$ cat src/rtl/sequencer.sv
// Fetch/decode/execute control sequencer: state register plus a combinational decode of state, op and z_flag into control strobes.
// Defining SEQUENCER_HALT_EN adds the HALT state and the halted port (op 111 halts); otherwise op 111 is a 4-cycle NOP.
module sequencer #(
    parameter int WORD_W = 10,
    parameter int OP_W   = 3
) (
    input  logic            clock,
    input  logic            n_reset,
    input  logic [OP_W-1:0] op,
    input  logic            z_flag,
    output logic            ACC_bus,
    output logic            load_ACC,
    output logic            ALU_ACC,
    output logic            ALU_add,
    output logic            ALU_sub,
    output logic            ALU_xor,
    output logic            ALU_xnor,
    output logic            PC_bus,
    output logic            load_PC,
    output logic            INC_PC,
    output logic            MDR_bus,
    output logic            load_MDR,
    output logic            load_MAR,
    output logic            load_IR,
    output logic            Addr_bus,
    output logic            CS,
    output logic            R_NW
`ifdef SEQUENCER_HALT_EN
    ,
    output logic            halted
`endif
);

    if ((OP_W < 3) || (OP_W > WORD_W)) begin : g_width_check
        $error("sequencer: OP_W must be at least 3 and no wider than WORD_W");
    end

    localparam logic [OP_W-1:0] OP_LOAD  = OP_W'(0);
    localparam logic [OP_W-1:0] OP_STORE = OP_W'(1);
    localparam logic [OP_W-1:0] OP_ADD   = OP_W'(2);
    localparam logic [OP_W-1:0] OP_SUB   = OP_W'(3);
    localparam logic [OP_W-1:0] OP_BNE   = OP_W'(4);
    localparam logic [OP_W-1:0] OP_XOR   = OP_W'(5);
    localparam logic [OP_W-1:0] OP_XNOR  = OP_W'(6);
`ifdef SEQUENCER_HALT_EN
    localparam logic [OP_W-1:0] OP_HALT  = OP_W'(7);
`endif

    typedef enum logic [3:0] {
        FETCH0,
        FETCH1,
        FETCH2,
        DECODE,
        ST0,
        ST1,
        RD0,
        RD1
`ifdef SEQUENCER_HALT_EN
        ,
        HALT
`endif
    } state_e;

    typedef struct packed {
        logic acc_bus;
        logic load_acc;
        logic alu_acc;
        logic alu_add;
        logic alu_sub;
        logic alu_xor;
        logic alu_xnor;
        logic pc_bus;
        logic load_pc;
        logic inc_pc;
        logic mdr_bus;
        logic load_mdr;
        logic load_mar;
        logic load_ir;
        logic addr_bus;
        logic cs;
        logic r_nw;
`ifdef SEQUENCER_HALT_EN
        logic halted;
`endif
    } ctrl_t;

    state_e state_q;
    state_e state_d;
    ctrl_t  ctrl;

    always_comb begin
        state_d = state_q;
        ctrl    = '0;
        case (state_q)
            FETCH0: begin
                ctrl.pc_bus   = 1'b1;
                ctrl.load_mar = 1'b1;
                ctrl.load_pc  = 1'b1;
                ctrl.inc_pc   = 1'b1;
                state_d       = FETCH1;
            end
            FETCH1: begin
                ctrl.cs       = 1'b1;
                ctrl.r_nw     = 1'b1;
                ctrl.load_mdr = 1'b1;
                state_d       = FETCH2;
            end
            FETCH2: begin
                ctrl.mdr_bus = 1'b1;
                ctrl.load_ir = 1'b1;
                state_d      = DECODE;
            end
            DECODE: begin
                // The address field goes to MAR for operands, or to PC for a taken branch.
                ctrl.addr_bus = 1'b1;
                case (op)
                    OP_STORE: begin
                        ctrl.load_mar = 1'b1;
                        state_d       = ST0;
                    end
                    OP_LOAD, OP_ADD, OP_SUB, OP_XOR, OP_XNOR: begin
                        ctrl.load_mar = 1'b1;
                        state_d       = RD0;
                    end
                    OP_BNE: begin
                        ctrl.load_pc  = !z_flag;
                        ctrl.load_mar = z_flag;
                        state_d       = FETCH0;
                    end
`ifdef SEQUENCER_HALT_EN
                    OP_HALT: begin
                        ctrl        = '0;
                        ctrl.halted = 1'b1;
                        state_d     = HALT;
                    end
`endif
                    default: begin
                        ctrl.load_mar = 1'b1;
                        state_d       = FETCH0;
                    end
                endcase
            end
            ST0: begin
                ctrl.acc_bus  = 1'b1;
                ctrl.load_mdr = 1'b1;
                state_d       = ST1;
            end
            ST1: begin
                ctrl.cs = 1'b1;
                state_d = FETCH0;
            end
            RD0: begin
                ctrl.cs       = 1'b1;
                ctrl.r_nw     = 1'b1;
                ctrl.load_mdr = 1'b1;
                state_d       = RD1;
            end
            RD1: begin
                ctrl.mdr_bus  = 1'b1;
                ctrl.load_acc = 1'b1;
                case (op)
                    OP_ADD: begin
                        ctrl.alu_acc = 1'b1;
                        ctrl.alu_add = 1'b1;
                    end
                    OP_SUB: begin
                        ctrl.alu_acc = 1'b1;
                        ctrl.alu_sub = 1'b1;
                    end
                    OP_XOR: begin
                        ctrl.alu_acc = 1'b1;
                        ctrl.alu_xor = 1'b1;
                    end
                    OP_XNOR: begin
                        ctrl.alu_acc  = 1'b1;
                        ctrl.alu_xnor = 1'b1;
                    end
                    default: ctrl.alu_acc = 1'b0;
                endcase
                state_d = FETCH0;
            end
`ifdef SEQUENCER_HALT_EN
            HALT: begin
                ctrl.halted = 1'b1;
                state_d     = HALT;
            end
`endif
            default: begin
                ctrl    = '0;
                state_d = FETCH0;
            end
        endcase
        // Reset blanks every strobe in the same cycle, so a pending store never reaches memory.
        if (!n_reset) begin
            ctrl = '0;
        end
    end

    always_ff @(posedge clock) begin
        if (!n_reset) begin
            state_q <= FETCH0;
        end else begin
            state_q <= state_d;
        end
    end

    assign ACC_bus  = ctrl.acc_bus;
    assign load_ACC = ctrl.load_acc;
    assign ALU_ACC  = ctrl.alu_acc;
    assign ALU_add  = ctrl.alu_add;
    assign ALU_sub  = ctrl.alu_sub;
    assign ALU_xor  = ctrl.alu_xor;
    assign ALU_xnor = ctrl.alu_xnor;
    assign PC_bus   = ctrl.pc_bus;
    assign load_PC  = ctrl.load_pc;
    assign INC_PC   = ctrl.inc_pc;
    assign MDR_bus  = ctrl.mdr_bus;
    assign load_MDR = ctrl.load_mdr;
    assign load_MAR = ctrl.load_mar;
    assign load_IR  = ctrl.load_ir;
    assign Addr_bus = ctrl.addr_bus;
    assign CS       = ctrl.cs;
    assign R_NW     = ctrl.r_nw;
`ifdef SEQUENCER_HALT_EN
    assign halted   = ctrl.halted;
`endif

endmodule

$ cat config.mk
export PLATFORM = sky130hd
export DESIGN_NAME = sequencer
export DESIGN_NICKNAME = d
export VERILOG_FILES = /design/src/rtl/sequencer.sv
export SDC_FILE = /design/constraint.sdc
export NUM_CORES = 1
export LEC_CHECK = 0
export ABC_AREA = 1
export CAP_MARGIN = 10
export CORE_AREA = 2 2 39 41
export DETAILED_ROUTE_END_ITERATION = 12
export DIE_AREA = 0 0 41 43
export GPL_TIMING_DRIVEN = 0
export PLACE_DENSITY_LB_ADDON = 0.15
export SLEW_MARGIN = 15
export SYNTH_ARGS = -nofsm -noshare
export SYNTH_HDL_FRONTEND = slang
export SYNTH_SLANG_ARGS = --single-unit
$ cat constraint.sdc
create_clock -name clock -period 2.35 [get_ports clock]
set_clock_uncertainty 0.2 [all_clocks]
set_input_delay 0.235 -clock clock [delete_from_list [all_inputs] [get_ports clock]]
set_output_delay 0.235 -clock clock [all_outputs]
set_load 0.05 [all_outputs]
==> metrics, run 1 <==
status=finished clean; clock share of power=0.331; Antenna Cells=0; Vias/cell=4.30; slew of the pin with the lowest slew margin=500 ps; Tmin final=2250 ps; final hold vios=0; dpl cells=99; hold path start=state_q[0]$_SDFF_PN0_; post-synthesis compound-gate area fraction=0.175; post-CTS setup buffers=0; worst r2r path cells=6; Largest Register=state_q; Yosys reg bits=3; Net Sw Frac=0.425; Starting Density=0.248; Final Core Density=0.445; Min-Delay Endpoint=state_q[0]$_SDFF_PN0_; max-cap viol count=0; fmax=0.444 GHz; Worst Hold Depth=1; switching power=118 uW; Post-Syn Area=343 um2; biggest regs=state_q x3; Power Total=277 uW; Yosys cell types=20; Worst Path Required=1910 ps; internal power=160 uW; H-tree depth=1; initial antenna violation count=0; main combinational cell family by area after synthesis=simple AND/OR/NAND/NOR gates; layout cells sized above 1=0.172; Final nets=94; crit-path max FO=5; PD cells=450 mW/mm2; routed via count=443; Setup Viol. Count Final=0; vias in the first global route=388; worst hold path type=flop to flop; clock slew at reported path FFs=40 ps; gr usage total=0.120; register area share after synthesis=0.175; Top Ports=23; Worst Path Arrival=1810 ps; reg-to-reg endpoint=state_q[1]$_SDFF_PN0_; Skew-Pair Late Insertion Delay=240 ps; Core Region=0.00138 mm2; Routed Antenna Nets=0; Reg power frac=0.214; Max Root-Sink Buffers=2; RSZ-0062 raised after global routing=false; Comb power frac=0.455; Die Span Y=43 um; DRT Pass-1 Iters=2; Num CTS Buffers=3; VDD IR max=0.176 mV; flop2flop setup slack=1230 ps; post-synthesis mux area share=0; hold buffers post-CTS=0; CTS tree=yes; DRT iter0 DRCs=3; final setup TNS=0 ps; relative slew slack=0.666; Static Leak=0.429 nW; Clock Sinks=3; critical path class=flop to output port; period utilization=0.957; Setup crit start kind=flop; largest net degree at the start of global routing=11; # DRC=0; overall overflow remaining after global route=0; Reg-to-Reg Start=state_q[0]$_SDFF_PN0_; beginning of the critical path=state_q[1]$_SDFF_PN0_; post-synth net total=67; final WL=894 um; WL/cell=8.68 um; Die X=41 um; Die ar.=0.00176 mm2; Synth Instances=61; filler-free cell count of the finished design=103; Layout area overhead=79.6%; Simple-Gate Fraction of Synth Area=0.485; synthesized area per cell=5.62 um2; Port Buffers=22; synthesis warning total=0; Cell Rows=14; XOR/XNOR Fraction of Synth Area=0; Post-DP HPWL=720 um; Synth Area in Adders=0; max reg flops=3; max-slew violation count=0; first-pass GRT wire length=1400 um; Setup crit end kind=output port; Fin Hold WS=233 ps; Clock Root Buffer=clkbuf_4; GPL Wtd Cong=0.663
-- critical path, cell delays in order, from the launching register on --
cell and delay (ps):
dfxtp_1 370, nand2_1 110, nor2_1 130, nand2_1 110, inv_1 60, clkdlybuf4s50_1 790
-- layout by cell type (no fill, tap or decap), drive strengths merged --
cell	instances
dfxtp	3
o22ai	1
dlymetal6s2s	7
inv	13
nor3	3
nand2	13
dlygate4sd2	9
o21ai	2
buf	1
clkbuf	4
nor2	14
a21o	1
nor4	1
a21oi	5
o31ai	1
nand3	3
clkdlybuf4s50	6
-- layer usage --
metal  part of all wire  wire (um)  global-route usage  vias up
met4              0.016         14               0.120        0
li1                   -          -                   -      243
met1               0.42        378               0.128      183
met3              0.065         58              0.0157        2
met5                  0          0                   0        -
met2               0.49        442               0.184       15
-- worst max path at each step --
stage / endpoint / slack [ps] / cells after the start
2_1_floorplan: load_MDR / 170 / 4
3_3_place_gp: ALU_sub / -130 / 6
3_5_place_dp: ALU_add / -140 / 6
4_1_cts: MDR_bus / 8 / 4
5_1_grt: Addr_bus / 10 / 5
6_report: Addr_bus / 100 / 5
-- synth_stat cells (all sizes together) --
library cell | count | area (um2)
nor2 | 14 | 62.6
inv | 13 | 48.8
nand2 | 13 | 56.3
a21oi | 5 | 28.8
dfxtp | 3 | 60.1
nand3 | 3 | 20.0
nor3 | 3 | 15.0
o21ai | 2 | 10.0
a21o | 1 | 7.51
buf | 1 | 7.51
nor4 | 1 | 12.5
o22ai | 1 | 6.26
o31ai | 1 | 7.51
-- power groups by stage --
stage	clock, mW	sequential (mW)	combinational (mW)
2_1_floorplan	0	0.0595	0.0898
3_3_place_gp	0	0.0601	0.133
3_5_place_dp	0	0.0602	0.133
4_1_cts	0.0965	0.0594	0.128
5_1_grt	0.0965	0.0601	0.136
6_report	0.0918	0.0594	0.126
-- layout make-up --
class | count | area (um2)
buffer | 1 | 7.51
clock buffer | 4 | 26.3
fill | 161 | 768
inverter | 13 | 48.8
multi-input combinational | 44 | 226
sequential | 3 | 60.1
tap | 16 | 20.0
timing repair buffer | 22 | 226
-- metrics by stage --
stage,setup slack (ps),cell area (um2)
floorplan,175,343
global placement,-132,583
detailed placement,-140,583
CTS,8.04,598
global route,12.6,616
finish,100,616
-- repair_timing --
action | CTS | global route
hold endpoints to repair | 0 | 0
resized for setup | 9 | 7
endpoints found under the setup margin | 9 | 7
cloned | 0 | 0
-- logic make-up (layout without fill, tap and decap cells) --
logic type	after synthesis	after routing
buf+inv	14	40
simple gates	34	34
flops	3	3
compound gates	10	10
(Power assumes the default switching activity.)
==> inputs of run 2 (changes only) <==
--- a/config.mk
+++ b/config.mk
@@ -10,6 +10,7 @@
 export CORE_AREA = 2 2 39 41
 export DETAILED_ROUTE_END_ITERATION = 12
 export DIE_AREA = 0 0 41 43
+export DONT_BUFFER_PORTS = 1
 export GPL_TIMING_DRIVEN = 0
 export PLACE_DENSITY_LB_ADDON = 0.15
 export SLEW_MARGIN = 15
==> run 2 against run 1 <==
Net effect:
- routed wire length shrank 2.3%
- worst setup slack gained 5.1 ps
- global-route usage shrank 0.78 points
- largest power group unchanged
- die area is the same
- critical path depth shrank 1
- sequential share of layout area grew 4.4 points
- total power shrank 9.1%
- final cell count shrank 20%
- largest cell class is now multi-input gates
- cell area shrank 31%
- highest routed layer unchanged
- combinational power shrank 20%
- via count shrank 13%
==> metrics, run 2 (synthesis results as in run 1) <==
Top Ports=23 (unchanged); Largest Register=state_q (unchanged); RSZ-0062 raised after global routing=false (unchanged); post-CTS setup buffers=0 (unchanged); first-pass GRT wire length=1240 um (was 1400 um); Starting Density=0.248 (unchanged); PD cells=592 mW/mm2 (was 450 mW/mm2); Vias/cell=4.68 (was 4.30); DRT iter0 DRCs=1 (was 3); crit-path max FO=7 (was 5); max-cap viol count=0 (unchanged); routed via count=384 (was 443); Worst Path Arrival=1810 ps (about the same); biggest regs=state_q x3 (unchanged); worst hold path type=input pin to flop (was flop to flop); final setup TNS=0 ps (unchanged); Final nets=73 (was 94); max reg flops=3 (unchanged); Port Buffers=0 (was 22); GPL Wtd Cong=0.636 (was 0.663); final hold vios=0 (unchanged); Final Cell Area=425 um2 (was 616 um2); Power Total=252 uW (was 277 uW); Worst Path Required=1910 ps (about the same); Static Leak=0.205 nW (was 0.429 nW); largest net degree at the start of global routing=11 (unchanged); gr usage total=0.112 (was 0.120); Fin Hold WS=21.7 ps (was 233 ps); Max Root-Sink Buffers=2 (unchanged); Setup crit end kind=output port (unchanged); WL/cell=10.6 um (was 8.68 um); Setup crit start kind=flop (unchanged); layout cells sized above 1=0.288 (was 0.172); most frequent cells in the layout=nor2_1, nand2_1, inv_1 (unchanged); CTS tree=yes (unchanged); Routed Antenna Nets=0 (unchanged); Cell Rows=14 (unchanged); clock slew at reported path FFs=40 ps (about the same); fmax=0.445 GHz (was 0.444 GHz); relative slew slack=0.314 (was 0.666); Layout area overhead=24.1% (was 79.6%); Tmin final=2240 ps (was 2250 ps); Setup Viol. Count Final=0 (unchanged); Clock Sinks=3 (unchanged); Die Span Y=43 um (unchanged); initial antenna violation count=0 (unchanged); Antenna Cells=0 (unchanged); Num CTS Buffers=3 (unchanged); H-tree depth=1 (unchanged); Clock Root Buffer=clkbuf_4 (unchanged); period utilization=0.955 (was 0.957); Skew-Pair Late Insertion Delay=230 ps (was 240 ps); Die X=41 um (unchanged); commonest non-fill, non-tap cell in the layout=nor2_1 (unchanged); Die ar.=0.00176 mm2 (unchanged); slew of the pin with the lowest slew margin=1030 ps (was 500 ps); max-slew violation count=0 (unchanged); # DRC=0 (unchanged); final WL=873 um (was 894 um); VDD IR max=0.151 mV (was 0.176 mV); Post-DP HPWL=702 um (was 720 um); overall overflow remaining after global route=0 (unchanged); DRT Pass-1 Iters=3 (was 2); Core Region=0.00138 mm2 (unchanged); status=finished clean (unchanged); DP Area=378 um2 (was 583 um2); critical path class=flop to output port (unchanged); vias in the first global route=319 (was 388)
-- run 2: cell types whose count changed in the layout (fill, tap and decap cells not counted), moves of 2 or more --
cell,delta
nor3_1,-2
nor3_2,+2
dlygate4sd2_1,-9
clkdlybuf4s50_1,-6
dlymetal6s2s_1,-7
-- run 2: repair_timing --
item / CTS / global route
endpoints found under the hold margin: 1 / 0
hold buffers: 1 / 0
setup endpoints to repair: 1 / 1
gates resized for setup: 1 / 1
-- run 2: cell type report --
type	instances	area [um2]
fill	175	958
multi-input combinational	44	253
sequential	3	60.1
inverter	13	48.8
clock buffer	4	26.3
tap	16	20.0
timing repair buffer	1	10.0
buffer	1	7.51
-- run 2: worst max-delay path, cell delays in order (launching register included) --
cell     delay [ps]
dfxtp_1         430
inv_2            90
nor2_2          120
nand2_2         130
a21oi_1         820
-- run 2: path summary, 6_finish.rpt --
| path | to | slack [ps] | startpoint | cells past startpoint |
|---|---|---|---|---|
| setup reg to reg | state_q[2]$_SDFF_PN0_ | 1210 | state_q[1]$_SDFF_PN0_ | 4 |
| hold reg to reg | state_q[0]$_SDFF_PN0_ | 240 | state_q[0]$_SDFF_PN0_ | 1 |
| setup / recovery | ALU_ACC | 110 | state_q[2]$_SDFF_PN0_ | 4 |
| hold / removal | state_q[1]$_SDFF_PN0_ | 20 | n_reset | 2 |
-- run 2: stage by stage --
step	setup slack (ps)	std cells	utilization
after floorplan	175	61	-
final	105	82	0.307
after global placement	89.1	77	0.262
after detailed placement	249	77	0.273
after CTS	28.7	82	0.306
after global routing	15.9	82	0.307
-- run 2: power by group --
group	leakage, nW	switching [mW]	total [mW]	internal, mW
Clock	0.0150	0.0277	0.0914	0.0637
Combinational	0.165	0.0813	0.101	0.0197
Sequential	0.0248	0.00439	0.0596	0.0552
Total	0.205	0.113	0.252	0.139
-- run 2: metal layers --
layer | routed length (um) | track usage
met2 | 421 | 0.150
met5 | 0 | 0
met3 | 72 | 0.0262
met4 | 14 | 0.120
met1 | 365 | 0.132
==> inputs of run 3 (changes only) <==
--- a/config.mk
+++ b/config.mk
@@ -7,10 +7,13 @@
 export LEC_CHECK = 0
 export ABC_AREA = 1
 export CAP_MARGIN = 10
+export CELL_PAD_IN_SITES_DETAIL_PLACEMENT = 0
+export CELL_PAD_IN_SITES_GLOBAL_PLACEMENT = 1
 export CORE_AREA = 2 2 39 41
 export DETAILED_ROUTE_END_ITERATION = 12
 export DIE_AREA = 0 0 41 43
 export DONT_BUFFER_PORTS = 1
+export GPL_ROUTABILITY_DRIVEN = 0
 export GPL_TIMING_DRIVEN = 0
 export PLACE_DENSITY_LB_ADDON = 0.15
 export SLEW_MARGIN = 15
==> run 3 against run 2 <==
Net effect:
- critical path depth did not move
- largest power group unchanged
- final cell count unchanged
- cell area rose by 2.4%
- worst setup slack improved by 100 ps
- global-route usage rose by 0.68 points
- largest cell class unchanged
- via count decreased by 0.52%
- die area did not move
- maximum frequency increased by 4.7%
==> metrics, run 3 (synthesis results as in run 1) <==
PD cells=576 mW/mm2 (was 592 mW/mm2); final WL=835 um (was 873 um); first-pass GRT wire length=1340 um (was 1240 um); Reg power frac=0.238 (was 0.237); biggest regs=state_q x3 (unchanged); Clock Sinks=3 (unchanged); GR Util met2=0.156 (was 0.150); crit path cell chain=inv_2 > nor2_2 > nand2_2 > nor2_1 (was inv_2 > nor2_2 > nand2_2 > a21oi_1); crit-path max FO=7 (unchanged); hold path start=n_reset (unchanged); met1 usage=0.128 (was 0.132); Die X=41 um (unchanged); Max Root-Sink Buffers=2 (unchanged); vias in the first global route=334 (was 319); Final Cell Area=435 um2 (was 425 um2); Port Buffers=0 (unchanged); footprint of the multi-input gates=263 um2 (was 253 um2); total stage count of the critical path=4 (unchanged); WL/cell=10.2 um (was 10.6 um); status=finished clean (unchanged); worst hold path type=input pin to flop (unchanged); Reg-to-Reg Start=state_q[1]$_SDFF_PN0_ (unchanged); Setup Viol. Count Final=0 (unchanged); Min-Delay Endpoint=state_q[2]$_SDFF_PN0_ (was state_q[1]$_SDFF_PN0_); CP max stage delay=700 ps (was 820 ps); DRT Pass-1 Iters=2 (was 3); Worst Hold Depth=2 (unchanged); clock share of power=0.355 (was 0.363); Final nets=73 (unchanged); grt peak-use layer=met2 (unchanged); layout cells sized above 1=0.318 (was 0.288); max-slew violation count=0 (unchanged); critical path class=flop to output port (unchanged); switching power=112 uW (was 113 uW); overall overflow remaining after global route=0 (unchanged); Setup crit end kind=output port (unchanged); final setup TNS=0 ps (unchanged); Worst Path Arrival=1710 ps (was 1810 ps); DP Area=378 um2 (unchanged); relative slew slack=0.315 (was 0.314); register area=60.1 um2 (unchanged); filler cell count=161 (was 175); slew of the pin with the lowest slew margin=1030 ps (about the same); Worst Path Required=1910 ps (about the same); global routing usage on met3=0.0576 (was 0.0262); largest net degree at the start of global routing=10 (was 11); CTS tree=yes (unchanged); Net Sw Frac=0.444 (was 0.450); routed via count=382 (was 384); DRT iter0 DRCs=1 (unchanged); initial antenna violation count=0 (unchanged); Core Region=0.00138 mm2 (unchanged); Top Ports=23 (unchanged); final hold vios=0 (unchanged); # DRC=0 (unchanged); Setup crit start kind=flop (unchanged); Num CTS Buffers=3 (unchanged); Static Leak=0.206 nW (was 0.205 nW); Vias/cell=4.66 (was 4.68); Largest Register=state_q (unchanged); period utilization=0.912 (was 0.955); slowest CP cell=nor2_1 (was a21oi_1); VDD IR max=0.146 mV (was 0.151 mV); Cell Rows=14 (unchanged); max-cap viol count=0 (unchanged); RSZ-0062 raised after global routing=false (unchanged); Tmin final=2140 ps (was 2240 ps); Antenna Cells=0 (unchanged); Top delay family on crit path=simple AND/OR/NAND/NOR gates (was compound AO/OA/AOI/OAI gates); Starting Density=0.248 (unchanged); Routed Antenna Nets=0 (unchanged); Die Span Y=43 um (unchanged); Clock Root Buffer=clkbuf_4 (unchanged); commonest non-fill, non-tap cell in the layout=nor2_1 (unchanged); gr usage total=0.119 (was 0.112); flop2flop setup slack=1220 ps (was 1210 ps); internal power=139 uW (about the same); most frequent cells in the layout=nor2_1, nand2_1, inv_1 (unchanged); post-CTS setup buffers=0 (unchanged); clock slew at reported path FFs=40 ps (about the same); reg-to-reg endpoint=state_q[2]$_SDFF_PN0_ (unchanged); Skew-Pair Late Insertion Delay=230 ps (about the same); Buffers & Inverters on Critical Path=1 (unchanged); Post-DP HPWL=707 um (was 702 um); H-tree depth=1 (unchanged); fmax=0.467 GHz (was 0.445 GHz); Comb power frac=0.407 (was 0.401); worst r2r path cells=4 (unchanged); max reg flops=3 (unchanged); Die ar.=0.00176 mm2 (unchanged); Layout area overhead=27.0% (was 24.1%)
## run 3: cell counts in the layout (fill, tap and decap cells not counted)
Identical to the previous run, type by type.
## run 3: worst max path at each step
stage                          startpoint       end  slack, ps
floorplan           state_q[0]$_SDFF_PN0_  load_MDR        170
global placement    state_q[2]$_SDFF_PN0_   ALU_sub         80
detailed placement  state_q[2]$_SDFF_PN0_  ALU_xnor        250
CTS                 state_q[2]$_SDFF_PN0_    PC_bus         20
global route        state_q[1]$_SDFF_PN0_  load_MAR         60
finish              state_q[2]$_SDFF_PN0_   ALU_xor        210
## run 3: power by group through the flow
stage | logic [mW] | clock network (mW) | registers, mW
after floorplan | 0.0898 | 0 | 0.0595
after global placement | 0.0973 | 0 | 0.0607
after detailed placement | 0.0984 | 0 | 0.0605
after CTS | 0.101 | 0.0942 | 0.0598
after global routing | 0.110 | 0.102 | 0.0606
final | 0.102 | 0.0891 | 0.0597
## run 3: area by class of cell
cell class	count	area share
well taps	16	0.0460
multi-input cells	44	0.603
plain buffers	1	0.0172
flip-flops and latches	3	0.138
inverters	13	0.112
clock buffers	4	0.0603
repair buffers	1	0.0230
## run 3: metal layers
metal / vias up / part of all wire
met4: 0 / 0
met5: - / 0
met2: 15 / 0.52
met1: 165 / 0.39
li1: 202 / -
met3: 0 / 0.090
## run 3: worst reg2reg max path: stages, from the launching register on
cell and delay [ps]:
dfxtp_1 380, nand2_1 110, nor2_1 130, nand2_1 110
o21ai_1 140
## run 3: repair_timing
| item | CTS | global route |
|---|---|---|
| hold endpoints to repair | 2 | 0 |
| endpoints found under the setup margin | 1 | 3 |
| hold buffers | 1 | 0 |
| cloned | 0 | 0 |
| gates resized for setup | 1 | 3 |
## run 3: stage by stage
stage | power (mW) | worst slack (ps) | std cells | util | hold WS (ps)
after CTS | 0.255 | 23.0 | 82 | 0.306 | 17.1
after global placement | 0.158 | 78.6 | 77 | 0.262 | 226
final | 0.251 | 207 | 82 | 0.315 | 39.2
after detailed placement | 0.159 | 249 | 77 | 0.273 | 232
after floorplan | 0.149 | 175 | 61 | - | 192
after global routing | 0.273 | 60.1 | 82 | 0.315 | 48.1
